--- config.mk ---
export PLATFORM = sky130hd
export DESIGN_NAME = nn_layer_sequencer_flat
export DESIGN_NICKNAME = d
export VERILOG_FILES = /design/src/rtl/nn_pkg.sv /design/src/rtl/nn_layer_sequencer_if.sv /design/src/rtl/nn_addr_gen.sv /design/src/rtl/nn_layer_sequencer.sv /design/src/flat_wrapper.sv
export SDC_FILE = /design/constraint.sdc
export NUM_CORES = 1
export LEC_CHECK = 0
export CAP_MARGIN = 25
export CORE_MARGIN = 8
export CORE_UTILIZATION = 57
export CTS_BUF_LIST = sky130_fd_sc_hd__clkbuf_8
export DETAILED_ROUTE_END_ITERATION = 8
export PLACE_DENSITY = 0.88
export SKIP_LAST_GASP = 1
export SYNTH_ARGS = -nofsm -noshare
export SYNTH_HDL_FRONTEND = slang
export SYNTH_SLANG_ARGS = --single-unit
--- constraint.sdc ---
create_clock -name clk -period 3.7 [get_ports clk]
set_clock_uncertainty 0.2 [all_clocks]
set_input_delay 0.74 -clock clk [delete_from_list [all_inputs] [get_ports clk]]
set_output_delay 0.74 -clock clk [all_outputs]
set_load 0.02 [all_outputs]
--- src/rtl/nn_pkg.sv ---
// Shared definitions for the two-layer MLP sequencer: state encoding,
// default layer sizes, SRAM read latency and address widths.
package nn_pkg;

  localparam int unsigned NN_L1_IN    = 784;
  localparam int unsigned NN_L1_OUT   = 200;
  localparam int unsigned NN_L2_OUT   = 10;
  localparam int unsigned NN_W1_AW    = 18;
  localparam int unsigned NN_IN_AW    = 10;
  localparam int unsigned NN_W2_AW    = 12;
  localparam int unsigned NN_H_AW     = 8;
  localparam int unsigned NN_SEL_W    = 7;
  localparam int unsigned NN_SRAM_LAT = 1;

  typedef enum logic [3:0] {
    IDLE,
    L1_RUN,
    L1_FLUSH,
    L1_WAIT,
    L1_SIG,
    L2_RUN,
    L2_FLUSH,
    L2_WAIT,
    FIN
  } nn_state_e;

endpackage

--- src/rtl/nn_layer_sequencer_if.sv ---
// Control/address bundle between the layer sequencer (master) and the
// SRAMs, MACs, sigmoid bank and output mux (slave).
interface nn_layer_sequencer_if
  import nn_pkg::*;
#(
  parameter int unsigned W1_AW = NN_W1_AW,
  parameter int unsigned IN_AW = NN_IN_AW,
  parameter int unsigned W2_AW = NN_W2_AW,
  parameter int unsigned H_AW  = NN_H_AW,
  parameter int unsigned SEL_W = NN_SEL_W
);

  logic             start;
  logic             abort;
  logic             busy;
  logic             done;
  logic [W1_AW-1:0] w1_addr;
  logic [IN_AW-1:0] in_addr;
  logic             acc1_en;
  logic             mac1_start;
  logic             mac1_done;
  logic             sig_ready;
  logic             h_we;
  logic [H_AW-1:0]  h_waddr;
  logic [H_AW-1:0]  h_raddr;
  logic [W2_AW-1:0] w2_addr;
  logic             acc2_en;
  logic             mac2_start;
  logic             mac2_done;
  logic             out_valid;
  logic [SEL_W-1:0] sel;

  modport master (
    input  start, abort, mac1_done, sig_ready, mac2_done,
    output busy, done, w1_addr, in_addr, acc1_en, mac1_start,
           h_we, h_waddr, h_raddr, w2_addr, acc2_en, mac2_start,
           out_valid, sel
  );

  modport slave (
    output start, abort, mac1_done, sig_ready, mac2_done,
    input  busy, done, w1_addr, in_addr, acc1_en, mac1_start,
           h_we, h_waddr, h_raddr, w2_addr, acc2_en, mac2_start,
           out_valid, sel
  );

endinterface

--- src/rtl/nn_addr_gen.sv ---
// Per-layer address generator: element counter, free-running weight
// address incrementer (base + element without a multiplier) and the
// issue-to-data latency shift register that produces the MAC enable.
module nn_addr_gen #(
  parameter int unsigned CNT = 4,
  parameter int unsigned CW  = 2,
  parameter int unsigned AW  = 8,
  parameter int unsigned LAT = 1
) (
  input  logic          clk,
  input  logic          reset,
  input  logic          clr,
  input  logic          issue,
  output logic [CW-1:0] idx,
  output logic [AW-1:0] addr,
  output logic          last,
  output logic          en,
  output logic          drained
);

  assign last = (idx == CW'(CNT - 1));

  // Element index wraps per neuron; the weight address never rewinds, so it
  // lands on the next neuron's base after the last element.
  always_ff @(posedge clk or negedge reset) begin
    if (!reset) begin
      idx  <= '0;
      addr <= '0;
    end else if (clr) begin
      idx  <= '0;
      addr <= '0;
    end else if (issue) begin
      idx  <= last ? '0 : idx + 1'b1;
      addr <= addr + 1'b1;
    end
  end

  if (LAT == 0) begin : g_no_lat
    assign en      = issue;
    assign drained = 1'b1;
  end else begin : g_lat
    logic [LAT-1:0] sr;

    // Delay the issue flag by the SRAM read latency.
    always_ff @(posedge clk or negedge reset) begin
      if (!reset) begin
        sr <= '0;
      end else if (clr) begin
        sr <= '0;
      end else begin
        sr[0] <= issue;
        for (int unsigned b = 1; b < LAT; b++) sr[b] <= sr[b-1];
      end
    end

    assign en      = sr[LAT-1];
    assign drained = ~|sr;
  end

endmodule

--- src/rtl/nn_layer_sequencer.sv ---
// Two-layer MLP sequencer: walks layer 1 (weights x inputs -> sigmoid ->
// hidden buffer) and then layer 2 (hidden x weights -> class scores).
module nn_layer_sequencer
  import nn_pkg::*;
#(
  parameter int unsigned L1_IN    = NN_L1_IN,
  parameter int unsigned L1_OUT   = NN_L1_OUT,
  parameter int unsigned L2_OUT   = NN_L2_OUT,
  parameter int unsigned W1_AW    = NN_W1_AW,
  parameter int unsigned IN_AW    = NN_IN_AW,
  parameter int unsigned W2_AW    = NN_W2_AW,
  parameter int unsigned H_AW     = NN_H_AW,
  parameter int unsigned SEL_W    = NN_SEL_W,
  parameter int unsigned SRAM_LAT = NN_SRAM_LAT
) (
  input logic                  clk,
  input logic                  reset,
  nn_layer_sequencer_if.master bus
);

  if (64'(L1_IN) * 64'(L1_OUT) > (64'(1) << W1_AW)) begin : g_w1_range
    $error("L1_IN*L1_OUT exceeds the layer-1 weight address space");
  end
  if (64'(L2_OUT) * 64'(L1_OUT) > (64'(1) << W2_AW)) begin : g_w2_range
    $error("L2_OUT*L1_OUT exceeds the layer-2 weight address space");
  end

  nn_state_e        state, state_next;
  logic [H_AW-1:0]  n;
  logic [SEL_W-1:0] k;
  logic             n_last, k_last, clr;
  logic             g1_last, g1_drained, g2_last, g2_drained;

  assign n_last = (n == H_AW'(L1_OUT - 1));
  assign k_last = (k == SEL_W'(L2_OUT - 1));
  assign clr    = bus.abort || (state == IDLE);

  nn_addr_gen #(.CNT(L1_IN), .CW(IN_AW), .AW(W1_AW), .LAT(SRAM_LAT)) u_gen1 (
    .clk    (clk),
    .reset  (reset),
    .clr    (clr),
    .issue  (state == L1_RUN),
    .idx    (bus.in_addr),
    .addr   (bus.w1_addr),
    .last   (g1_last),
    .en     (bus.acc1_en),
    .drained(g1_drained)
  );

  nn_addr_gen #(.CNT(L1_OUT), .CW(H_AW), .AW(W2_AW), .LAT(SRAM_LAT)) u_gen2 (
    .clk    (clk),
    .reset  (reset),
    .clr    (clr),
    .issue  (state == L2_RUN),
    .idx    (bus.h_raddr),
    .addr   (bus.w2_addr),
    .last   (g2_last),
    .en     (bus.acc2_en),
    .drained(g2_drained)
  );

  assign bus.h_waddr = n;
  assign bus.sel     = k;

  // State register.
  always_ff @(posedge clk or negedge reset) begin
    if (!reset) state <= IDLE;
    else        state <= state_next;
  end

  // Neuron and class counters; sel keeps the last class until a new start.
  always_ff @(posedge clk or negedge reset) begin
    if (!reset) begin
      n <= '0;
      k <= '0;
    end else if (bus.abort || (state == IDLE && bus.start)) begin
      n <= '0;
      k <= '0;
    end else if (state == L1_SIG && bus.sig_ready && !n_last) begin
      n <= n + 1'b1;
    end else if (state == L2_WAIT && bus.mac2_done && !k_last) begin
      k <= k + 1'b1;
    end
  end

  // Next state and strobes; abort suppresses every strobe in its own cycle.
  always_comb begin
    state_next     = state;
    bus.busy       = (state != IDLE) && (state != FIN);
    bus.done       = 1'b0;
    bus.mac1_start = 1'b0;
    bus.mac2_start = 1'b0;
    bus.h_we       = 1'b0;
    bus.out_valid  = 1'b0;
    if (bus.abort) begin
      state_next = IDLE;
    end else begin
      unique case (state)
        IDLE:     if (bus.start) state_next = L1_RUN;
        L1_RUN:   if (g1_last) state_next = L1_FLUSH;
        L1_FLUSH: if (g1_drained) begin
                    bus.mac1_start = 1'b1;
                    state_next     = L1_WAIT;
                  end
        L1_WAIT:  if (bus.mac1_done) state_next = L1_SIG;
        L1_SIG:   if (bus.sig_ready) begin
                    bus.h_we   = 1'b1;
                    state_next = n_last ? L2_RUN : L1_RUN;
                  end
        L2_RUN:   if (g2_last) state_next = L2_FLUSH;
        L2_FLUSH: if (g2_drained) begin
                    bus.mac2_start = 1'b1;
                    state_next     = L2_WAIT;
                  end
        L2_WAIT:  if (bus.mac2_done) begin
                    bus.out_valid = 1'b1;
                    state_next    = k_last ? FIN : L2_RUN;
                  end
        FIN:      begin
                    bus.done   = 1'b1;
                    state_next = IDLE;
                  end
        default:  state_next = IDLE;
      endcase
    end
  end

endmodule

--- src/flat_wrapper.sv ---
// flat-port wrapper written by rule: the top's interface ports become plain ports
module nn_layer_sequencer_flat import nn_pkg::*;
#(
  parameter int unsigned L1_IN    = NN_L1_IN,
  parameter int unsigned L1_OUT   = NN_L1_OUT,
  parameter int unsigned L2_OUT   = NN_L2_OUT,
  parameter int unsigned W1_AW    = NN_W1_AW,
  parameter int unsigned IN_AW    = NN_IN_AW,
  parameter int unsigned W2_AW    = NN_W2_AW,
  parameter int unsigned H_AW     = NN_H_AW,
  parameter int unsigned SEL_W    = NN_SEL_W,
  parameter int unsigned SRAM_LAT = NN_SRAM_LAT
)
  (clk, reset, bus_start, bus_abort, bus_mac1_done, bus_sig_ready, bus_mac2_done, bus_busy, bus_done, bus_w1_addr, bus_in_addr, bus_acc1_en, bus_mac1_start, bus_h_we, bus_h_waddr, bus_h_raddr, bus_w2_addr, bus_acc2_en, bus_mac2_start, bus_out_valid, bus_sel);
  nn_layer_sequencer_if #(.W1_AW(W1_AW), .IN_AW(IN_AW), .W2_AW(W2_AW), .H_AW(H_AW), .SEL_W(SEL_W)) bus_i ();
  input logic clk;
  input logic reset;
  input wire logic [$bits(bus_i.start)-1:0] bus_start;
  input wire logic [$bits(bus_i.abort)-1:0] bus_abort;
  input wire logic [$bits(bus_i.mac1_done)-1:0] bus_mac1_done;
  input wire logic [$bits(bus_i.sig_ready)-1:0] bus_sig_ready;
  input wire logic [$bits(bus_i.mac2_done)-1:0] bus_mac2_done;
  output wire logic [$bits(bus_i.busy)-1:0] bus_busy;
  output wire logic [$bits(bus_i.done)-1:0] bus_done;
  output wire logic [$bits(bus_i.w1_addr)-1:0] bus_w1_addr;
  output wire logic [$bits(bus_i.in_addr)-1:0] bus_in_addr;
  output wire logic [$bits(bus_i.acc1_en)-1:0] bus_acc1_en;
  output wire logic [$bits(bus_i.mac1_start)-1:0] bus_mac1_start;
  output wire logic [$bits(bus_i.h_we)-1:0] bus_h_we;
  output wire logic [$bits(bus_i.h_waddr)-1:0] bus_h_waddr;
  output wire logic [$bits(bus_i.h_raddr)-1:0] bus_h_raddr;
  output wire logic [$bits(bus_i.w2_addr)-1:0] bus_w2_addr;
  output wire logic [$bits(bus_i.acc2_en)-1:0] bus_acc2_en;
  output wire logic [$bits(bus_i.mac2_start)-1:0] bus_mac2_start;
  output wire logic [$bits(bus_i.out_valid)-1:0] bus_out_valid;
  output wire logic [$bits(bus_i.sel)-1:0] bus_sel;
  assign bus_i.start = bus_start;
  assign bus_i.abort = bus_abort;
  assign bus_i.mac1_done = bus_mac1_done;
  assign bus_i.sig_ready = bus_sig_ready;
  assign bus_i.mac2_done = bus_mac2_done;
  assign bus_busy = bus_i.busy;
  assign bus_done = bus_i.done;
  assign bus_w1_addr = bus_i.w1_addr;
  assign bus_in_addr = bus_i.in_addr;
  assign bus_acc1_en = bus_i.acc1_en;
  assign bus_mac1_start = bus_i.mac1_start;
  assign bus_h_we = bus_i.h_we;
  assign bus_h_waddr = bus_i.h_waddr;
  assign bus_h_raddr = bus_i.h_raddr;
  assign bus_w2_addr = bus_i.w2_addr;
  assign bus_acc2_en = bus_i.acc2_en;
  assign bus_mac2_start = bus_i.mac2_start;
  assign bus_out_valid = bus_i.out_valid;
  assign bus_sel = bus_i.sel;
  nn_layer_sequencer #(.L1_IN(L1_IN), .L1_OUT(L1_OUT), .L2_OUT(L2_OUT), .W1_AW(W1_AW), .IN_AW(IN_AW), .W2_AW(W2_AW), .H_AW(H_AW), .SEL_W(SEL_W), .SRAM_LAT(SRAM_LAT)) u_core (.clk(clk), .reset(reset), .bus(bus_i));
endmodule
==> run summary <==
The tools report the initial core utilization as 0.581. After routing, the total negative slack on setup checks comes to 0 ns. The dominant synthesized flop cell was sky130_fd_sc_hd__dfrtp_1. The count of warnings emitted by yosys was 0. The maximum frequency from static timing analysis was 0.286 GHz; the area after detailed placement was 0.00446 mm2. Number of H-tree levels: 3. The tools report the initial antenna violation count as 0. The final number of max-transition violations is 0, and the transition time at the pin with the least slew margin is 0.933 ns. Once detail routing completed, the nets flagged for antenna violations numbered 0.

The share of the clock period used by the worst path after layout was 0.944; the signed area change from the synthesized netlist to the final layout was 28.2%. The worst hold slack is 0.234 ns. The first detailed-routing pass took 4 iterations. Setup repair after global routing left no endpoint under its margin. The number of port buffers is 77, and the final period demand of the worst path is 3.49 ns. The cell count after synthesis came out at 380. Buffers added to address setup during post-CTS repair amount to 0. The tools report the post-synthesis sequential area ratio as 0.476. The critical path is of the primary input to output port type. After detailed routing, the number of vias per cell comes to 5.91.

For this block, the routed nets add up to 9.31 mm of wire. The tree built by TritonCTS fans out to 69 sinks. The die height was 95.8 um. TritonCTS built the clock tree. For the first-pass GRT wire length, the log shows 15.5 mm. Number of clock buffers inserted by TritonCTS: 9. The synthesized area was 0.00363 mm2; the critical path data required time was 2.76 ns. The logs give 422 for the filler cell count in the final layout and 394 for the synthesized net count. The biggest area contributor in the post-synthesis netlist is sky130_fd_sc_hd__dfrtp_1. The top-area cell type share of the netlist area works out to 0.476. The total power per unit cell area works out to 401 mW/mm2. The tightest min-delay check is of the primary input to async pin type. The tool flagged a number of max-cap violations equal to 0. Pin placement for this block handled 78 I/O pins. For the worst flop-to-flop path, the logic depth is 4.

Proportion of synthesized flip-flops having asynchronous set or reset: 1.00. The worst setup path is launched from a primary input. The data arrival time of the worst path was 2.55 ns; the final design area excluding fillers was 0.00465 mm2.

The total vias in the final route was 3189. For the via count of the first global-routing pass, the log shows 3121. The number of design rule violations left after detail routing was 0. The signal on the critical path passes through clkdlybuf4s50_1 > nor2_1 > nand2_1 > nor4_1 > clkdlybuf4s50_1. Clock latency on the worst-skew pair, taken at its later pin, is 0.35 ns.

After clock tree synthesis, the repair step resized 0 gates. Detailed placement ended at an HPWL of 6.53 mm. The leakage power was 1.88 nW; the initial detailed-routing violation count was 221. The weighted congestion at the end of routability-driven global placement was 0.882; the number of setup violations in the final report was 0.

The die is 95.8 um wide. The floorplan has 29 rows. The tools report the die outline area as 0.00917 mm2. The dominant delay contributor by cell family on the critical path is buffers and inverters.

Once routing completed, OpenROAD measured the worst setup slack at 0.208 ns. No sink is reached through more buffers than the 2 on the longest clock path. The number of enable flip-flop cells after synthesis was 0; the worst path buffer plus inverter count was 2.

The number of synthesized register bits was 69; the post-detailed-route wirelength per cell was 17.2 um. The endpoint class of the critical path was an output port. Sorting the synthesized cells by area gives the leading types as sky130_fd_sc_hd__dfrtp_1 (48%), sky130_fd_sc_hd__nor2_1 (6.1%), sky130_fd_sc_hd__xor2_1 (6.0%), sky130_fd_sc_hd__xnor2_1 (4.3%), sky130_fd_sc_hd__o21ai_0 (3.2%). The run finished with clean final reports.

The repair_antennas step left the layout with diodes totalling 0. The clock input transition at the sequential cells of the worst setup and hold paths came out at 0.08 ns. The pin count of the biggest net entering global routing came out at 41. For this design, the slowest cell found on the critical path is sky130_fd_sc_hd__clkdlybuf4s50_1. The critical path's most frequent cell was sky130_fd_sc_hd__clkdlybuf4s50_1. The tools report the number of hold violations in the final report as 0. The share of post-route cells with drive strength above 1 is 0.0626. At the placement stage, the worst setup path has a slack of 0.234 ns.

Summed over all layers, the global routing overflow is 0. For this design, the CTS-stage hold fixing added 0 buffers. The mean cell area of the mapped netlist was 9.55 um2; the total track usage was 0.215.

Clock tree synthesis selected as its root buffer the cell sky130_fd_sc_hd__clkbuf_8. The final layout contains 472 nets. Counting buffers and inverters, the worst setup path is 5 cells deep. The biggest cell delay along the critical path came out at 0.68 ns. The run gives 1.87 mW as the total design power.

The maximum fanout count along the critical path was 3; the area of the core was 0.00624 mm2. The netlist uses 50 different library cells. IR analysis of the VDD net gives a maximum drop of 0.413 mV. The worst slew margin relative to its limit came out at 0.375.
## logic make-up after synthesis
kind of cell    after synthesis  share of synthesized area
fa+ha+maj                     7                     0.0241
buf+inv                      23                     0.0297
compound gates               49                     0.0842
flops                        69                      0.476
mux                           4                     0.0117
simple gates                185                      0.270
xor+xnor                     43                      0.104
## path summary, 6_finish.rpt
kind	from	end	slack [ns]
max	bus_abort	bus_mac2_start	0.21
min reg2reg	u_core.u_gen2.idx[7]$_DFFE_PN0P_	u_core.u_gen2.idx[7]$_DFFE_PN0P_	0.33
min in group clk	u_core.u_gen2.idx[7]$_DFFE_PN0P_	u_core.u_gen2.idx[7]$_DFFE_PN0P_	0.33
max reg2reg	u_core.u_gen2.idx[4]$_DFFE_PN0P_	u_core.state[0]$_DFFE_PN0P_	1.01
min	reset	u_core.bus.h_waddr[1]$_DFFE_PN0P_	0.23
max in group asynchronous	reset	u_core.u_gen2.idx[4]$_DFFE_PN0P_	2.42
## cells in the mapped netlist, drive strengths merged, types with 6 or more instances
master,number
dfrtp,69
nor2,59
nand2,31
o21ai,25
xor2,25
xnor2,18
nand3,16
nand4,14
nor3,10
nor4,10
and3,9
buf,9
inv,9
ha,7
or3,6
## worst register-to-register path: stages, from the launching register on
cell and delay, ns:
sky130_fd_sc_hd__dfrtp_1 0.44, sky130_fd_sc_hd__or4b_1 0.56, sky130_fd_sc_hd__o211ai_1 0.78, sky130_fd_sc_hd__o211ai_1 0.28
sky130_fd_sc_hd__mux2_2 0.33
## per-layer routing
layer	routed length, um	up-vias	global-route usage
met4	231	0	0.0960
met3	553	22	0.0554
met2	4600	116	0.352
met5	0	-	0
li1	-	1491	-
met1	3930	1560	0.263
## metrics by stage
step,util,std cells
after global routing,0.745,540
after CTS,0.745,540
final,0.745,540
after floorplan,-,380
after detailed placement,0.714,524
after global placement,0.714,524
## layout make-up
type / instances / area (um2) / share of cell area
multi-input cells: 288 / 1790 / 0.386
flip-flops and latches: 69 / 1730 / 0.371
repair buffers: 81 / 808 / 0.174
clock buffers: 10 / 138 / 0.0296
well taps: 77 / 96.3 / 0.0207
clock inverters: 6 / 55.1 / 0.0118
inverters: 9 / 33.8 / 0.00726
## sequential cells by signal (all words and copies together) (netlist names), 4 cells and up
register            flops
u_core.u_gen1.addr     18
u_core.u_gen1.idx      10
u_core.bus.sel          7
u_core.u_gen2.addr     12
u_core.bus.h_waddr      8
u_core.u_gen2.idx       8
u_core.state            4
## cell usage in the layout (no fill, tap or decap), types with 2 or more instances in the layout
master                            count
sky130_fd_sc_hd__clkinv_2             2
sky130_fd_sc_hd__nor4_1               9
sky130_fd_sc_hd__nor2_1              59
sky130_fd_sc_hd__nand3_1             16
sky130_fd_sc_hd__and4_1               5
sky130_fd_sc_hd__ha_1                 7
sky130_fd_sc_hd__a211oi_1             2
sky130_fd_sc_hd__o21ai_0             23
sky130_fd_sc_hd__o211ai_1             2
sky130_fd_sc_hd__nor2b_1              5
sky130_fd_sc_hd__nand4_1             13
sky130_fd_sc_hd__a21oi_1              5
sky130_fd_sc_hd__xnor2_1             18
sky130_fd_sc_hd__nand2b_1             5
sky130_fd_sc_hd__or3_1                6
sky130_fd_sc_hd__buf_4                3
sky130_fd_sc_hd__dfrtp_1             69
sky130_fd_sc_hd__nand2_1             30
sky130_fd_sc_hd__nor4b_4              2
sky130_fd_sc_hd__and3_1               9
sky130_fd_sc_hd__mux2_2               2
sky130_fd_sc_hd__xor2_1              25
sky130_fd_sc_hd__a31oi_1              3
sky130_fd_sc_hd__and2_1               5
sky130_fd_sc_hd__inv_1               11
sky130_fd_sc_hd__clkdlybuf4s50_1     76
sky130_fd_sc_hd__mux2i_1              2
sky130_fd_sc_hd__o21ai_1              2
sky130_fd_sc_hd__nor3_1              10
sky130_fd_sc_hd__o31ai_1              2
sky130_fd_sc_hd__clkbuf_8            10
sky130_fd_sc_hd__nor3b_1              2
## power by group
part,switching [mW],internal [mW]
clock,0.285,0.322
combinational,0.272,0.155
sequential,0.0526,0.778
(Power assumes the default switching activity.)
